## src/rtl/burst_line_adapter.sv

```systemverilog
// Cacheline <-> memory burst bridge.
// One LINE_W-bit LLC read or write becomes BEATS = LINE_W/BURST_W memory beats.
// Each beat is acknowledged individually by resp_i, and acks may have gaps.
// The control outputs are decoded from the state register only.
module burst_line_adapter #(
   parameter int LINE_W  = 256,
   parameter int BURST_W = 64,
   parameter int ADDR_W  = 32
) (
   input  logic                clk,
   input  logic                reset_n,
   input  logic [LINE_W-1:0]   line_i,
   output logic [LINE_W-1:0]   line_o,
   input  logic [ADDR_W-1:0]   address_i,
   input  logic                read_i,
   input  logic                write_i,
   output logic                resp_o,
   input  logic [BURST_W-1:0]  burst_i,
   output logic [BURST_W-1:0]  burst_o,
   output logic [ADDR_W-1:0]   address_o,
   output logic                read_o,
   output logic                write_o,
   input  logic                resp_i
);
   localparam int BEATS = LINE_W / BURST_W;
   localparam int CNT_W = $clog2(BEATS);
   localparam int OFF_W = $clog2(LINE_W / 8);

   typedef enum logic [1:0] {IDLE, READ, WRITE, DONE} state_t;

   state_t              state;
   logic [CNT_W-1:0]    cnt;
   logic [LINE_W-1:0]   wr_line;
   logic                last_beat;

   // The final beat of the burst is being acknowledged this cycle.
   assign last_beat = resp_i && (cnt == CNT_W'(BEATS - 1));

   // Burst sequencer: request acceptance, beat counting and read-line assembly.
   always_ff @(posedge clk) begin
      if (!reset_n) begin
         state     <= IDLE;
         cnt       <= '0;
         line_o    <= '0;
         wr_line   <= '0;
         address_o <= '0;
      end else begin
         unique case (state)
            IDLE: begin
               // A read wins over a write when both are requested together.
               if (read_i) begin
                  state     <= READ;
                  cnt       <= '0;
                  line_o    <= '0;
                  address_o <= {address_i[ADDR_W-1:OFF_W], {OFF_W{1'b0}}};
               end else if (write_i) begin
                  state     <= WRITE;
                  cnt       <= '0;
                  wr_line   <= line_i;
                  address_o <= {address_i[ADDR_W-1:OFF_W], {OFF_W{1'b0}}};
               end
            end
            READ: begin
               if (resp_i) begin
                  for (int b = 0; b < BEATS; b++)
                     if (cnt == CNT_W'(b))
                        line_o[b*BURST_W +: BURST_W] <= burst_i;
                  cnt <= cnt + CNT_W'(1);
                  if (last_beat) state <= DONE;
               end
            end
            WRITE: begin
               if (resp_i) begin
                  cnt <= cnt + CNT_W'(1);
                  if (last_beat) state <= DONE;
               end
            end
            DONE:    state <= IDLE;
            default: state <= IDLE;
         endcase
      end
   end

   assign read_o  = (state == READ);
   assign write_o = (state == WRITE);
   assign resp_o  = (state == DONE);

   // Write beat mux: the captured line slice selected by the beat counter.
   // The output is zero outside a write burst.
   always_comb begin
      burst_o = '0;
      if (state == WRITE)
         for (int b = 0; b < BEATS; b++)
            if (cnt == CNT_W'(b))
               burst_o = wr_line[b*BURST_W +: BURST_W];
   end

endmodule

```

## config.mk

```make
export PLATFORM = sky130hd
export DESIGN_NAME = burst_line_adapter
export DESIGN_NICKNAME = d
export VERILOG_FILES = /design/src/rtl/burst_line_adapter.sv
export SDC_FILE = /design/constraint.sdc
export NUM_CORES = 1
export LEC_CHECK = 0
export BUFFER_PORTS_ARGS = -buffer_cell sky130_fd_sc_hd__clkbuf_2
export CORE_AREA = 3 3 273 275
export DETAILED_ROUTE_END_ITERATION = 8
export DIE_AREA = 0 0 276 278
export SETUP_SLACK_MARGIN = 0.3
export SYNTH_ARGS = -nofsm -noshare
export SYNTH_HDL_FRONTEND = slang
export SYNTH_SLANG_ARGS = --single-unit
```

## constraint.sdc

```tcl
create_clock -name clk -period 2.5 [get_ports clk]
set_input_delay 0.375 -clock clk [delete_from_list [all_inputs] [get_ports clk]]
set_output_delay 0.375 -clock clk [all_outputs]
set_load 0.02 [all_outputs]
```

=== Word-level counts from Yosys, hierarchy flattened ===
Cells that the tools add are included.

* ROM bits: 0
* Memories kept: 0
* Flip-flop bits (word level): 548
* Bits in writable memories: 0
* Bits in latches: 0

* Div/mod/pow operators: 0
* Order comparisons: 0
* Eq/ne operators: 15
* Reduce and logical (&&, ||, !) cells: 15
* $add $sub $neg: 1
* Shift-type cells: 0
* $mul: 0
* Multiplexer cells: 23
* Bitwise operators: 1

{| class="wikitable"
|+ Operators by type and width
! kind !! number
|-
| $mux 64 || 9
|-
| $mux 256 || 2
|-
| $pmux 256 s2 || 1
|-
| $mux 32 || 2
|-
| $reduce_and 4->1 || 4
|-
| $mux 2 || 7
|-
| $ne 2x1->1 const B || 7
|-
| $reduce_and 3->1 || 3
|-
| $eq 2x2->1 const B || 4
|-
| $pmux 2 s3 || 1
|-
| $reduce_bool 2->1 || 3
|-
| $eq 2x1->1 const B || 2
|-
| $logic_not 2->1 || 2
|-
| $pmux 2 s2 || 1
|-
| $ne 3x3->1 const B || 1
|-
| $add 2x1->2 const B || 1
|-
| $ne 2x2->1 const B || 1
|-
| $reduce_and 2->1 || 1
|-
| $reduce_or 2->1 || 1
|-
| $logic_and 1x1->1 || 1
|-
| $not 1->1 || 1
|}

=== Depth between registers and ports, before layout ===
Gate-level depths: netlist (run 1).

* Depth in word-level cells: 6
* Gate-level depth with buffers: 9
* Gate-level depth less buffers: 5

=== Worst setup path before layout (run 1) ===
Ideal clock, no wire load.

* Kind: flip-flop to output port
* Start: register state[0]
* End: output burst_o[53]
* Path buffers: 2
* Arrival: 1.752 ns
* Cell stages (with the launch flop): 7
* Required time: 2.125 ns
* Setup slack: 0.373 ns
* Path through: dfxtp_1 -> inv_1 -> ha_1 -> nand2b_1 -> clkbuf_1 -> clkbuf_1 -> o31ai_1

* Cells in the longest elaborated chain, start to end: 2

{| class="wikitable"
|+ RTL lines
! element !! RTL line !! source
|-
| from (decl) || 31 || <nowiki>state_t state;</nowiki>
|-
| from (signal assigned) || 42 || <nowiki>state <= IDLE;</nowiki>
|-
| from (signal assigned) || 52 || <nowiki>state <= READ;</nowiki>
|-
| from (signal assigned) || 57 || <nowiki>state <= WRITE;</nowiki>
|-
| $eq 2x2->1 || n/a ||
|-
| named net write_o || 22 || <nowiki>output logic write_o,</nowiki>
|-
| $mux 64 || 92 || <nowiki>if (state == WRITE)</nowiki>
|-
| to (decl) || 19 || <nowiki>output logic [BURST_W-1:0] burst_o,</nowiki>
|}

The timed path passes the listed nets, and every way through them passes these cells.

=== Final worst setup path (run 1) ===
* Start: register cnt[0]
* End: output burst_o[43]

* Cells in the longest elaborated chain, start to end: 6

{| class="wikitable"
|+ RTL lines
! element !! RTL line !! source
|-
| from (decl) || 32 || <nowiki>logic [CNT_W-1:0] cnt;</nowiki>
|-
| from (signal assigned) || 68 || <nowiki>cnt <= cnt + CNT_W'(1);</nowiki>
|-
| from (signal assigned) || 74 || <nowiki>cnt <= cnt + CNT_W'(1);</nowiki>
|-
| $logic_not 2->1 || 94 || <nowiki>if (cnt == CNT_W'(b))</nowiki>
|-
| $mux 64 (3 in series) || 94 ||
|-
| $mux 64 * || 94 ||
|-
| $mux 64 * || 92 ||
|}

Mark *: on every way between the ends. The rest lies on a longest branch, timed or not.

==> metrics.md, run 1 <==
| Metric | Value |
|---|---|
| Nets | 3724 |
| Clock Latency Late Sink | 0.61 ns |
| Die height | 278 microns |
| Worst-path fanout max | 24 |
| Min-delay worst type | in -> reg |
| Fraction of registers with async set/reset | 0% |
| H-tree depth | 3 |
| Rel. slew slack | 24.0% |
| WP data arrival | 2.46 ns |
| First-pass GRT wire length | 133 mm |
| Storage cell area | 10900 sq um |
| CP Class | reg -> out |
| Initial drt markers | 1468 |
| Fill count | 6793 |
| Final Util | 45.4% |
| Leakage | 13.7 nW |
| Drt first pass iters | 6 |
| CTS sink count | 543 |
| Reg2reg path depth | 10 |
| Worst R2R Setup Slack | 0.45 ns |
| Number of synthesized flops with an enable pin | 0 |
| Worst setup path end | burst_o[43] |
| Worst R2R End | line_o[229]$_SDFFE_PN0P_ |
| Synth Instances | 2490 |
| CTS root buf | clkbuf_16 |
| Power per cell area | 1040 nW/um^2 |
| Routed Antenna Nets | 0 |
| Failing checks | setup timing |
| Vias | 21500 |
| Final hold violations | 0 |
| Wire length per cell | 20.7 microns |
| Status | finished with violations |
| Unrepaired setup endpoints after global routing | true |
| Reg2reg start | cnt[0]$_SDFFE_PN0P_ |
| Dpl ws | -0.0638 ns |
| Final period util | 114% |
| Kind of end point of the critical path | primary output |
| # DRC | 0 |
| RD Place Congestion | 0.841 |
| Setup ws final | -0.338 ns |
| Clock Skew | 0.0331 ns |
| Inserted Clock Buffers | 66 |
| Initial Util | 30.3% |
| Mapped Area | 22000 sq um |
| Pin count of the biggest net entering global routing | 114 |
| Ratio of cells with drive above 1 in the final layout | 31.2% |
| Max Cap Viol | 0 |
| Area of the multi-input gates | 10700 sq um |
| Core ar. | 72600 sq um |
| DIE AREA | 76700 sq um |
| Drt total wl | 90.7 mm |
| Top-count cell post-synth | nand2_1 |
| FMAX | 352 MHz |
| Average via count per standard cell | 4.90 |
| Clk pin slew, worst setup/hold paths | 0.06 ns |
| Final Max Tran Viols | 0 |
| Synth Flop Type | dfxtp_1 |
| Leading area contributor after synthesis | dfxtp_1 |
| Gr ovfl total | 0 |
| Peak VDD IR | 0.000607 V |
| Synth top area cells | dfxtp_1 49%, nand2_1 14%, mux2i_1 12% |
| Avg Cell Area, Syn | 8.84 sq um |
| Required @ worst endpoint | 2.12 ns |
| # setup viols final | 64 |
| Slew @ Worst Pin | 1.14 ns |
| Horiz. Die Dim | 276 microns |
| Fin crit period | 2.84 ns |
| Yosys warnings | 0 |
| Setup TNS | -13.71 ns |
| Sequential cell area fraction in the yosys report | 49.4% |
| # port buffers | 701 |
| Rows | 99 |
| CTS tree | built |
| Flops & latches, synth | 543 |
| Vias in the first global route | 21700 |
| Startpoint types | flop |
| Post-synth top area share | 49.4% |
| Setup crit start | cnt[0]$_SDFFE_PN0P_ |
| Distinct cells, synth | 33 |
| CTS Buffer Depth | 3 |
| Layout area overhead | 49.8% |
| All-layer global routing usage | 22.2% |
| Initial antenna violation count | 9 |
| Dpl hpwl | 55.9 mm |
| Synth cell count leaders | 831 x nand2_1, 543 x dfxtp_1, 288 x a21oi_1 |
| I/O pins | 712 |
## report_power, final
part	switching, mW	internal [mW]
logic	7.94	5.99
registers	0.633	9.67
clock network	3.98	6.02
## cell usage in the layout (no fill, tap or decap), types with 6 or more instances in the layout
cell type,instances
clkbuf_8,33
o31ai_2,18
o31ai_1,17
diode_2,6
o31ai_4,29
mux2i_1,261
buf_16,23
clkbuf_2,635
buf_12,42
a221oi_1,11
clkinv_2,7
nand3_1,130
clkbuf_16,68
nor2b_1,63
dlygate4sd3_1,185
nand2_1,830
buf_6,24
buf_4,74
a21oi_1,284
buf_8,6
a221oi_4,27
clkbuf_1,12
dfxtp_1,539
a221oi_2,26
## worst min-delay path by stage
| stage | startpoint | endpoint | slack (ns) | cells after the start |
|---|---|---|---|---|
| floorplan | wr_line[0]$_SDFFE_PN0P_ | wr_line[0]$_SDFFE_PN0P_ | 0.44 | 2 |
| global placement | address_o[29]$_SDFFE_PN0P_ | address_o[29]$_SDFFE_PN0P_ | 0.44 | 2 |
| detailed placement | line_o[198]$_SDFFE_PN0P_ | line_o[198]$_SDFFE_PN0P_ | 0.45 | 2 |
| CTS | line_i[178] | wr_line[178]$_SDFFE_PN0P_ | 0.0005 | 3 |
| global route | line_i[129] | wr_line[129]$_SDFFE_PN0P_ | 0.01 | 3 |
| finish | line_i[193] | wr_line[193]$_SDFFE_PN0P_ | 0.03 | 3 |
## flip-flops by register name, summed over array words and instances, names as in the netlist
signal / cells
wr_line: 256
address_o: 27
line_o: 256
state: 2
cnt: 2
## routing by layer
| metal | wire length, microns | up-vias | share of wire [%] | GRT usage [%] |
|---|---|---|---|---|
| met5 | 45 | - | 0.050 | 0 |
| met4 | 3970 | 6 | 4.4 | 9.25 |
| met3 | 6290 | 232 | 6.9 | 5.49 |
| met2 | 44200 | 857 | 49 | 38.4 |
| met1 | 36200 | 10200 | 40 | 26.4 |
| li1 | - | 10100 | - | - |
## repair_timing
item / in CTS / in global routing
cloned: 21 / 1
gates resized for setup: 239 / 125
endpoints found under the hold margin: 185 / 0
pin swaps: 62 / 20
endpoints found under the setup margin: 242 / 118
hold buffers: 185 / 0
setup buffers: 23 / 13
## logic make-up (layout without fill, tap and decap cells)
family / count (synthesis) / after routing / share of synthesized area [%]
simple gates: 1032 / 1032 / 19.2
flops: 543 / 543 / 49.4
compound gates: 420 / 420 / 11.4
mux: 262 / 262 / 11.9
buf+inv: 224 / 1140 / 7.65
fa+ha+maj: 8 / 8 / 0.455
other cells: 1 / 11 / 0.0170
## critical path, cell delays in order, from the launching register on
cell	delay [ns]
dfxtp_2	0.34
buf_6	0.10
ha_4	0.16
buf_12	0.25
buf_6	0.24
a221oi_1	0.12
o31ai_1	0.31
clkbuf_4	0.25
## layout make-up
| cell class | instances | share of cell area, % |
|---|---|---|
| flip-flops and latches | 543 | 33.0 |
| multi-input cells | 1727 | 32.6 |
| repair buffers | 1016 | 23.7 |
| clock buffers | 96 | 5.93 |
| well taps | 959 | 3.64 |
| clock inverters | 23 | 1.05 |
| inverters | 5 | 0.0797 |
| diodes | 6 | 0.0455 |
## per-stage QoR
stage	cells	power [mW]	hold WS, ns	cell area [sq um]
after floorplan	2494	17.1	0.436	22000
after global placement	4007	20.0	0.441	26100
after detailed placement	4007	20.0	0.445	26100
after CTS	4355	33.8	0.000497	32300
after global routing	4372	35.6	0.0130	33000
final	4375	34.2	0.0257	33000
No activity file was read; power rests on OpenSTA's default activity.
==> run 2, diff against run 1 <==
--- a/config.mk
+++ b/config.mk
@@ -6,9 +6,12 @@
 export NUM_CORES = 1
 export LEC_CHECK = 0
 export BUFFER_PORTS_ARGS = -buffer_cell sky130_fd_sc_hd__clkbuf_2
-export CORE_AREA = 3 3 273 275
+export CELL_PAD_IN_SITES_DETAIL_PLACEMENT = 1
+export CELL_PAD_IN_SITES_GLOBAL_PLACEMENT = 1
+export CORE_AREA = 3 3 276 278
 export DETAILED_ROUTE_END_ITERATION = 8
-export DIE_AREA = 0 0 276 278
+export DIE_AREA = 0 0 279 281
+export PLACE_DENSITY_LB_ADDON = 0.1
 export SETUP_SLACK_MARGIN = 0.3
 export SYNTH_ARGS = -nofsm -noshare
 export SYNTH_HDL_FRONTEND = slang
==> run 2 against run 1 <==
Compared with the run above:
- the flow still finishes with violations (setup timing)
- routed wire length grew 11%
- die area grew 2.2%
- worst setup slack gained 0.089 ns
- sequential share of layout area shrank 0.19 points
- critical endpoint is now burst_o[49]
==> metrics.md, run 2 (same netlist as run 1, synthesis figures left out) <==
| Metric | Value |
|---|---|
| Worst-path cell chain | buf_6, buf_4, ha_4, nand2b_4, buf_12, buf_16, o31ai_2, buf_4 |
| Vias | 21900 (+1.9%) |
| Core ar. | 74200 sq um (+2.2%) |
| Clock Latency Late Sink | 0.60 ns (about the same) |
| Worst path slowest cell | dfxtp_2 |
| Drt first pass iters | 5 (-1) |
| Average via count per standard cell | 4.90 (-0.18%) |
| Unrepaired setup endpoints after global routing | true |
| Gr ovfl total | 0 (unchanged) |
| Final period util | 110% (-3.6 points) |
| Die height | 281 microns (+1.1%) |
| Peak VDD IR | 0.000708 V (+17%) |
| Required @ worst endpoint | 2.12 ns (about the same) |
| # DRC | 0 (unchanged) |
| Ratio of cells with drive above 1 in the final layout | 29.8% (-1.3 points) |
| # setup viols final | 64 (unchanged) |
| Inserted Clock Buffers | 67 (+1.5%) |
| Vias in the first global route | 23300 (+7.5%) |
| CTS tree | built |
| # port buffers | 701 (unchanged) |
| Rows | 100 (+1.0%) |
| Pin count of the biggest net entering global routing | 84 (-26%) |
| Initial drt markers | 1013 (-31%) |
| Buffer and inverter count on the worst path | 5 (+1) |
| Kind of end point of the critical path | primary output |
| Hold WS | 0.0422 ns (+0.0165 ns) |
| WP data arrival | 2.37 ns (-0.09 ns) |
| Initial antenna violation count | 25 (+16) |
| Clock Skew | 0.0172 ns (-0.0160 ns) |
| Clk pin slew, worst setup/hold paths | 0.05 ns (about the same) |
| Final Max Tran Viols | 0 (unchanged) |
| Startpoint types | flop |
| Drt total wl | 100 mm (+11%) |
| DIE AREA | 78400 sq um (+2.2%) |
| Worst-path fanout max | 8 (-67%) |
| Worst R2R Setup Slack | 0.36 ns (-0.09 ns) |
| All-layer global routing usage | 24.3% (+2.0 points) |
| Layout area overhead | 50.6% |
| Crit-path max cell delay | 0.33 ns (about the same) |
| RD Place Congestion | 0.820 (-2.5%) |
| Leakage | 13.9 nW (+1.0%) |
| WHS Path Cells | 3 (unchanged) |
| CTS root buf | clkbuf_16 |
| CTS sink count | 543 (unchanged) |
| Nets | 3792 (+1.8%) |
| CP Depth | 8 (+1) |
| Routed Antenna Nets | 0 (unchanged) |
| Dpl hpwl | 62.7 mm (+12%) |
| Initial Util | 29.7% (-0.66 points) |
| Power per cell area | 1020 nW/um^2 (-1.9%) |
| Setup ws final | -0.249 ns (+0.0889 ns) |
| Placed cell areas | 26000 sq um (-0.43%) |
| Status | finished with violations |
| Setup TNS | -12.59 ns (+1.12 ns) |
| Final Util | 44.7% (-0.72 points) |
| CP top delay family | buffers and inverters |
| Most used cell, CP | buf_4 |
| Min-delay worst type | in -> reg |
| Commonest non-fill, non-tap cell in the layout | nand2_1 |
| Horiz. Die Dim | 279 microns (+1.1%) |
| Most frequent cells in the layout | 831 x nand2_1, 635 x clkbuf_2, 539 x dfxtp_1 |
| Final Instance Area | 33200 sq um (+0.59%) |
| Reg2reg path depth | 7 (-3) |
| CTS Buffer Depth | 3 (unchanged) |
| Largest regs | line_o: 256 flops, wr_line: 256 flops, address_o: 27 flops |
| First-pass GRT wire length | 145 mm (+9.0%) |
| Fin crit period | 2.75 ns (-0.0889 ns) |
| Final hold violations | 0 (unchanged) |
| Wire length per cell | 22.5 microns (+8.4%) |
| Rel. slew slack | 23.0% (-1.1 points) |
| H-tree depth | 3 (unchanged) |
| FMAX | 364 MHz (+3.2%) |
| Max Cap Viol | 0 (unchanged) |
| CP Class | reg -> out |
| Slew @ Worst Pin | 1.16 ns (+0.0162 ns) |
| Failing checks | setup timing |
| I/O pins | 712 (unchanged) |
## run 2: cell types whose count changed in the layout (fill, tap and decap cells not counted), moves of 10 or more
cell / change
o31ai_4: -16
buf_6: -10
diode_2: +14
buf_4: +18
a221oi_1: +13
dlygate4sd3_1: +76
o31ai_2: +13
## run 2: worst paths after layout
kind / start / endpoint
worst max-delay path: cnt[0]$_SDFFE_PN0P_ / burst_o[49]
worst min-delay path: line_i[21] / wr_line[21]$_SDFFE_PN0P_
worst max register to register: cnt[1]$_SDFFE_PN0P_ / line_o[150]$_SDFFE_PN0P_
worst min register to register: wr_line[138]$_SDFFE_PN0P_ / wr_line[138]$_SDFFE_PN0P_
## run 2: cell type report
type / count / area [sq um]
Fill cell: 8591 / 41000
Inverter: 5 / 31.3
Clock buffer: 106 / 2110
Sequential cell: 543 / 10900
Clock inverter: 11 / 121
Antenna cell: 20 / 50.0
Tap cell: 969 / 1210
Multi-Input combinational cell: 1727 / 10400
Timing Repair Buffer: 1083 / 8330
## run 2: power breakdown
part / total [mW] / leakage [nW] / switching [mW] / internal [mW]
registers: 10.3 / 4.41 / 0.606 / 9.67
logic: 13.7 / 8.35 / 8.04 / 5.66
clock network: 9.82 / 1.10 / 3.93 / 5.89
## run 2: worst register-to-register path: stages, from the launching register on
cell and delay (ns):
dfxtp_4 0.36, buf_6 0.12, ha_4 0.24, buf_8 0.23, nand2_1 0.13, a21oi_4 0.24, buf_6 0.46, mux2i_1 0.27
## run 2: routing by layer
metal / track usage, % / wire length, microns
met1: 28.0 / 40900
met2: 42.4 / 49200
met3: 6.06 / 5880
met4: 11.0 / 4240
met5: 0 / 88
## run 2: timing repair
action / CTS / global route
hold endpoints to repair: 261 / 0
endpoints found under the setup margin: 227 / 91
setup buffers: 32 / 11
cloned: 14 / 6
hold buffers: 261 / 0
pin swaps: 54 / 20
gates resized for setup: 193 / 118
## run 2: metrics by stage
| step | power (mW) | setup WS [ns] | std cells |
|---|---|---|---|
| 2_1_floorplan | 17.1 | 0.373 | 2494 |
| 3_3_place_gp | 19.9 | 0.0450 | 4003 |
| 3_5_place_dp | 20.1 | 0.0158 | 4003 |
| 4_1_cts | 33.2 | -0.275 | 4427 |
| 5_1_grt | 35.3 | -0.343 | 4461 |
| 6_report | 33.8 | -0.249 | 4464 |
